--- src/rtl/mem_arb_pkg.sv ---
// Shared types and constants for the two-port memory arbiter.
package mem_arb_pkg;

    localparam int AWAIT_CNT_W = 8;

    typedef logic [1:0] state_t;
    localparam state_t ST_IDLE    = 2'd0;
    localparam state_t ST_AWAIT   = 2'd1;
    localparam state_t ST_BUSY    = 2'd2;
    localparam state_t ST_RELEASE = 2'd3;

    typedef enum logic {
        OWNER_CPU = 1'b0,
        OWNER_DMA = 1'b1
    } owner_e;

endpackage

--- src/rtl/mem_arb_pick.sv ---
// Combinational winner selection; round-robin on ties when MEM_ARB_RR_EN is
// defined, otherwise fixed CPU priority.
module mem_arb_pick
    import mem_arb_pkg::*;
(
    input  logic   cpu_req,
    input  logic   dma_req,
    input  owner_e last_grant,
    output owner_e winner
);

    always_comb begin
        // NOTE: default first so every path assigns winner and no latch is inferred.
        winner = last_grant;
        if (cpu_req && dma_req) begin
`ifdef MEM_ARB_RR_EN
            winner = (last_grant == OWNER_CPU) ? OWNER_DMA : OWNER_CPU;
`else
            winner = OWNER_CPU;
`endif
        end else if (cpu_req) begin
            winner = OWNER_CPU;
        end else if (dma_req) begin
            winner = OWNER_DMA;
        end
    end

endmodule

--- src/rtl/mem_arbiter.sv ---
// Arbitrates a CPU and a radio DMA onto one shared memory port.
// Define MEM_ARB_RR_EN for round-robin tie breaking; default is fixed CPU priority.
module mem_arbiter
    import mem_arb_pkg::*;
#(
    parameter int AWAIT_TIMEOUT = 15
) (
    input  logic        clk,
    input  logic        reset,

    input  logic        cpu_ce_n,
    input  logic        cpu_we,
    input  logic [31:0] cpu_addr,
    input  logic [31:0] cpu_wdata,
    output logic        cpu_busy,
    output logic        cpu_valid,
    output logic [31:0] cpu_rdata,

    input  logic        dma_ce_n,
    input  logic        dma_we,
    input  logic [31:0] dma_addr,
    input  logic [31:0] dma_wdata,
    output logic        dma_busy,
    output logic        dma_valid,
    output logic [31:0] dma_rdata,

    output logic        mem_ce_n,
    output logic        mem_we,
    output logic [31:0] mem_addr,
    output logic [31:0] mem_wdata,
    input  logic        mem_busy,
    input  logic        mem_valid,
    input  logic [31:0] mem_rdata,

    output logic        grant_cpu,
    output logic        grant_dma,
    output logic        timeout_err
);

    localparam logic [AWAIT_CNT_W-1:0] TIMEOUT_LAST = AWAIT_CNT_W'(AWAIT_TIMEOUT - 1);

    state_t                 state, state_nxt;
    owner_e                 owner, winner, last_grant;
    logic [AWAIT_CNT_W-1:0] await_cnt;
    logic                   any_req, active;
    logic                   own_ce_n, own_we;
    logic [31:0]            own_addr, own_wdata;
    logic                   cpu_sel, dma_sel;

    assign any_req = !cpu_ce_n || !dma_ce_n;

    mem_arb_pick u_pick (
        .cpu_req    (!cpu_ce_n),
        .dma_req    (!dma_ce_n),
        .last_grant (last_grant),
        .winner     (winner)
    );

`ifdef MEM_ARB_RR_EN
    // Resets to DMA so the first tie after reset goes to the CPU.
    always_ff @(posedge clk) begin
        if (reset)
            last_grant <= OWNER_DMA;
        else if (state == ST_IDLE && any_req)
            last_grant <= winner;
    end
`else
    assign last_grant = OWNER_DMA;
`endif

    always_ff @(posedge clk) begin
        // NOTE: sequential state uses non-blocking assignments only.
        if (reset) begin
            state     <= ST_IDLE;
            owner     <= OWNER_CPU;
            await_cnt <= '0;
        end else begin
            state <= state_nxt;
            if (state == ST_IDLE && any_req)
                owner <= winner;
            await_cnt <= (state == ST_AWAIT && state_nxt == ST_AWAIT) ?
                         await_cnt + 1'b1 : '0;
        end
    end

    assign own_ce_n  = (owner == OWNER_CPU) ? cpu_ce_n  : dma_ce_n;
    assign own_we    = (owner == OWNER_CPU) ? cpu_we    : dma_we;
    assign own_addr  = (owner == OWNER_CPU) ? cpu_addr  : dma_addr;
    assign own_wdata = (owner == OWNER_CPU) ? cpu_wdata : dma_wdata;

    always_comb begin
        state_nxt   = state;
        timeout_err = 1'b0;
        case (state)
            ST_IDLE:
                if (any_req) state_nxt = ST_AWAIT;
            ST_AWAIT:
                if (own_ce_n) begin
                    state_nxt = ST_RELEASE;
                end else if (mem_busy) begin
                    state_nxt = ST_BUSY;
                end else if (await_cnt == TIMEOUT_LAST) begin
                    state_nxt   = ST_RELEASE;
                    timeout_err = 1'b1;
                end
            ST_BUSY:
                if (own_ce_n || !mem_busy) state_nxt = ST_RELEASE;
            ST_RELEASE:
                // Waiting for ce_n high keeps a held request from being re-granted.
                if (own_ce_n) state_nxt = ST_IDLE;
            default:
                state_nxt = ST_IDLE;
        endcase
    end

    assign active    = (state == ST_AWAIT) || (state == ST_BUSY);
    assign mem_ce_n  = active ? own_ce_n  : 1'b1;
    assign mem_we    = active & own_we;
    assign mem_addr  = active ? own_addr  : 32'h0;
    assign mem_wdata = active ? own_wdata : 32'h0;

    assign cpu_sel   = active && (owner == OWNER_CPU);
    assign dma_sel   = active && (owner == OWNER_DMA);
    assign cpu_busy  = cpu_sel & mem_busy;
    assign cpu_valid = cpu_sel & mem_valid;
    assign cpu_rdata = cpu_sel ? mem_rdata : 32'h0;
    assign dma_busy  = dma_sel & mem_busy;
    assign dma_valid = dma_sel & mem_valid;
    assign dma_rdata = dma_sel ? mem_rdata : 32'h0;

    assign grant_cpu = (state != ST_IDLE) && (owner == OWNER_CPU);
    assign grant_dma = (state != ST_IDLE) && (owner == OWNER_DMA);

endmodule

--- config.mk ---
export PLATFORM = sky130hd
export DESIGN_NAME = mem_arbiter
export DESIGN_NICKNAME = d
export VERILOG_FILES = /design/src/rtl/mem_arb_pkg.sv /design/src/rtl/mem_arb_pick.sv /design/src/rtl/mem_arbiter.sv
export SDC_FILE = /design/constraint.sdc
export NUM_CORES = 1
export LEC_CHECK = 0
export CAP_MARGIN = 40
export CORE_AREA = 2 2 119 121
export DETAILED_ROUTE_END_ITERATION = 8
export DIE_AREA = 0 0 121 123
export MAX_ROUTING_LAYER = met4
export PLACE_DENSITY_LB_ADDON = 0.2
export SETUP_SLACK_MARGIN = 0.1
export SLEW_MARGIN = 0
export SYNTH_ARGS = -nofsm -noshare
export SYNTH_HDL_FRONTEND = slang
export SYNTH_SLANG_ARGS = --single-unit
--- constraint.sdc ---
create_clock -name clk -period 2.3 [get_ports clk]
set_input_delay 0.46 -clock clk [delete_from_list [all_inputs] [get_ports clk]]
set_output_delay 0.46 -clock clk [all_outputs]
set_load 0.02 [all_outputs]
; Yosys cells after proc, flatten, opt, wreduce, memory -nomap -nowiden
; Cells that the tools add are included.
[classes]
add_sub_neg = 1
n_eq_ne = 5
mux = 22
n_bitwise = 7
reduce_logical = 16
[ops]
columns = operator, n
row1 = $mux 32, 6
row2 = $mux 2, 6
row3 = $mux 1, 9
row4 = $add 8x1->8 const B, 1
row5 = $eq 8x4->1 const B, 1
row6 = $pmux 2 s4, 1
row7 = $logic_and 1x1->1, 7
row8 = $and 1x1->1, 5
row9 = $eq 2x1->1 const B, 2
row10 = $eq 2x2->1 const B, 2
row11 = $logic_not 1->1, 3
row12 = $logic_or 1x1->1, 3
row13 = $logic_not 2->1, 1
row14 = $not 1->1, 2
row15 = $reduce_bool 2->1, 1
row16 = $reduce_or 2->1, 1
[totals]
ff_bits = 11
input_bits = 168
out_inout_bits = 137
word_cells = 54

; Longest topological paths before layout
[logic_depth]
depth_word = 9
depth_mapped = 7
ltp_nobuf = 6

; By module
; A second synthesis with hierarchy kept.
[hier_totals]
cells_unflattened = 302
area_unflattened_um2 = 2318.5
[modules_own_cells]
columns = module, n_inst, cells_each, area_per_inst_um2, seq_area_each_um2
row1 = mem_arbiter, 1, 301, 2308.5, 220.2
row2 = mem_arb_pick, 1, 1, 10.0, 0.0

; Least setup slack after synthesis
; No wires, ideal clock.
[synth_timing]
kind = register -> output
startpoint = reg state[1]
endpoint = out mem_wdata[22]
arrival_ps = 1607
required_ps = 1840
path_slack_ps = 233
stages_incl_launch_ff = 6
path_buffers = 2
cell_sequence = dfxtp_1 > inv_1 > ha_1 > clkbuf_1 > clkbuf_1 > nor2b_1
[synth_between]
elab_chain_len = 3
elab_cells_between_ends = 4
classes_between = eq/ne (2) / mux (1) / reduce/logical (1)
[synth_lines]
columns = item, line
row1 = "start, declared", mem_arbiter.sv:42  ; state_t state, state_nxt;
row2 = "start signal, assigned", mem_arbiter.sv:78  ; state <= state_nxt;
row3 = $eq 2x1->1 / $eq 2x2->1 (equally long branches), mem_arbiter.sv:116  ; assign active = (state == ST_AWAIT) || (state == ST_BUSY);
row4 = $logic_or 1x1->1 (*), mem_arbiter.sv:116
row5 = $mux 32 (*), mem_arbiter.sv:120  ; assign mem_wdata = active ? own_wdata : 32'h0;
row6 = "end, declared", mem_arbiter.sv:30  ; output logic [31:0] mem_wdata,
; Mark *: on every way between the ends. The rest lies on a longest branch, timed or not.

; Worst setup path after layout
[layout_timing]
startpoint = reg state[1]
endpoint = out mem_wdata[3]
; Same word-level chain as after synthesis.

==> results.json <==
{
  "status": "completed",
  "fin_nets": 784,
  "synth_area_per_cell_um2": 7.666,
  "dr_wl_met2_mm": 7.180,
  "synth_area_leader_cell": "mux2i_1",
  "drt-total-wl_mm": 14.07,
  "synth_edf_count": 0,
  "via_per_inst": 4.169,
  "synthToLayoutAreaGrowth_pct": 138.1,
  "routedWlPerCell_um": 17.84,
  "critPathCaptureType": "output port",
  "core-area_um2": 13610,
  "vdd_drop_max_mv": 0.5652,
  "num_vias": 3289,
  "ant_nets": 0,
  "pwr-share-clk_pct": 4.6,
  "multi_input_area_um2": 1978,
  "drt_first_pass_iters": 4,
  "synth_compound_area_share_pct": 6.257,
  "synthCells": 300,
  "min_path_cells": 1,
  "fin_crit_sh_pct": 94.91,
  "relSlewSlack_pct": 74.77,
  "synthXorXnorAreaFrac_pct": 2.285,
  "yosysTopAreaCellShare_pct": 28.73,
  "yosysMostFrequentCell": "nor2b_1",
  "place_area_um2": 5672,
  "hpwl_mm": 11.32,
  "drt_iter0_markers": 128,
  "cp.arrival_ns": 1.72,
  "switching_power_w": 0.003728,
  "synth_seq_area_share_pct": 9.576,
  "ioPinCount": 305,
  "finalHoldViolations": 0,
  "layout.cells.non_filler": 789,
  "rsz0062_at_grt": "true",
  "async_flop_share_pct": 0,
  "maxSlewViolCount": 0,
  "cts_tree": "yes",
  "grt_use_total_pct": 17.07,
  "ff_latch_area_um2": 224.0,
  "synth_mux_area_share_pct": 29.38,
  "clock_path_buffers": 2,
  "min_to": "await_cnt[0]",
  "combPwrFrac_pct": 91.5,
  "dp_cells": 780,
  "yosys.area_share.adder_pct": 3.264,
  "synth_common_cells": "67 x nor2b_1, 66 x mux2i_1, 36 x and3_1, 34 x and2_1, 19 x clkbuf_1",
  "fmax_mhz": 458.1,
  "portBuffers": 304,
  "setup_viol": 0,
  "nFillCells": 1405,
  "grt_pass1_wl_mm": 19.11,
  "fin_crit_ns": 2.183,
  "synthDistinctLibCells": 32,
  "wl_met1_mm": 5.670,
  "reg2reg_depth": 8,
  "crit_path_max_fanout": 34,
  "antenna_found_initial": 0,
  "r2r-start": "state[1]",
  "synth_area_um2": 2300,
  "whs_ns": 0.5221,
  "synth_nets": 474,
  "fin_area_um2": 5475,
  "grt_pass1_vias": 3134,
  "yosys.area_share.simple_pct": 42.98,
  "hold_path.class": "flop to flop",
  "cts_inserted_buffers": 3,
  "worstSetupStartpointType": "flop",
  "route.met3.wl_mm": 1.081,
  "yosysWarnings": 0,
  "synthTopCellsByArea": "mux2i_1 29%, nor2b_1 18%, and3_1 9.8%",
  "synth_top_family_by_area": "simple AND/OR/NAND/NOR gates",
  "min_from": "await_cnt[0]",
  "cts.clk_slew.worst_paths_ns": 0.04,
  "synth_ff_type": "dfxtp_1",
  "fin_setup_tns_ns": 0,
  "drcViolationCount": 0,
  "criticalPathCategory": "flop to output port",
  "ys_ff_latch": 11,
  "top_layer": "met4",
  "r2r_end": "await_cnt[1]",
  "cell_internal_pwr_w": 0.003347,
  "root_buffer": "clkbuf_16",
  "power_density_nw_per_um2": 1292,
  "grt_max_degree": 36,
  "p_seq_share_pct": 3.9,
  "antenna-diode-count": 0,
  "p_sw_share_pct": 52.69,
  "utilization_pct": 40.22,
  "die_area_um2": 14880,
  "fin_skew_ns": 0.001878,
  "grt.overflow.total": 0,
  "start_util_pct": 16.89,
  "cts_max_level": 1,
  "die_width_um": 121,
  "maxCapViolations": 0,
  "clk_latency_ns": 0.24,
  "cp_data_required_time_ns": 1.84,
  "tightest_slew_ns": 0.3784,
  "rows": 43,
  "clock-sinks": 11,
  "r2r_slack_ns": 0.42,
  "die_y_um": 123,
  "cellLeakagePower_nw": 2.548,
  "drive_gt1_share_pct": 22.82,
  "place.gp.congestion": 0.8343
}
==> cell families (layout without fill, tap and decap cells) <==
family | Yosys count | after routing
compound gates | 18 | 18
flops | 11 | 11
fa+ha+maj | 6 | 6
simple gates | 159 | 159
buf+inv | 33 | 342
mux | 67 | 67
xor+xnor | 6 | 6
==> worst max path at each step <==
stage / from / end / slack [ns] / cells past startpoint
after global placement: dma_ce_n / mem_ce_n / -0.20 / 5
after detailed placement: dma_ce_n / mem_ce_n / -0.19 / 5
after floorplan: state[1] / mem_wdata[22] / 0.23 / 5
after global routing: state[1] / mem_wdata[2] / 0.06 / 6
after CTS: state[1] / cpu_rdata[12] / 0.06 / 6
final: state[1] / mem_wdata[3] / 0.12 / 6
==> power groups by stage <==
| stage | Sequential (W) | Clock [W] | Combinational (W) |
|---|---|---|---|
| after detailed placement | 0.000272 | 0 | 0.00670 |
| after floorplan | 0.000254 | 0 | 0.00350 |
| after global placement | 0.000270 | 0 | 0.00668 |
| final | 0.000273 | 0.000327 | 0.00647 |
| after CTS | 0.000272 | 0.000330 | 0.00646 |
| after global routing | 0.000278 | 0.000341 | 0.00690 |
==> registers in the layout, indices dropped and copies added, names as in the netlist <==
register,cells
owner,1
await_cnt,8
state,2
==> cells in the final DEF, fill, tap and decap left out, types with 8 or more instances in the layout <==
cell,n
clkdlybuf4s50_1,167
nor2b_1,66
mux2i_1,64
clkbuf_2,46
buf_2,37
and3_1,36
dlygate4sd2_1,36
and2_1,34
buf_4,28
dfxtp_1,10
a211oi_1,8
buf_12,8
==> per-layer routing <==
metal | vias up | global-route usage, %
met1 | 1494 | 20.69
met4 | 0 | 3.125
met2 | 136 | 29.56
met5 | - | -
met3 | 9 | 3.506
li1 | 1650 | -
==> worst max-delay path: stages, from the launching register on <==
cell     delay [ns]
dfxtp_1        0.32
inv_1          0.08
ha_4           0.30
buf_12         0.12
buf_16         0.17
nor2b_1        0.29
buf_4          0.20
==> area by class of cell <==
class                   instances  area share (%)
clock buffers                   4           1.440
multi-input cells             256           36.13
flip-flops and latches         11           4.090
well taps                     180           4.113
inverters                       5          0.3428
repair buffers                333           53.88
==> repair_timing <==
action / 4_1_cts / 5_1_grt
resized for setup: 220 / 129
gates cloned: 1 / 2
endpoints found under the setup margin: 124 / 112
setup buffers: 0 / 2
pin swaps: 0 / 1
hold endpoints to repair: 0 / 0
hold buffers: 0 / 0
==> through the flow <==
stage	power (W)	setup slack (ns)
final	0.007075	0.1171
after global routing	0.007515	0.05558
after CTS	0.007063	0.05725
after detailed placement	0.006975	-0.1923
after global placement	0.006946	-0.1968
after floorplan	0.003751	0.2328
(Power assumes the default switching activity.)
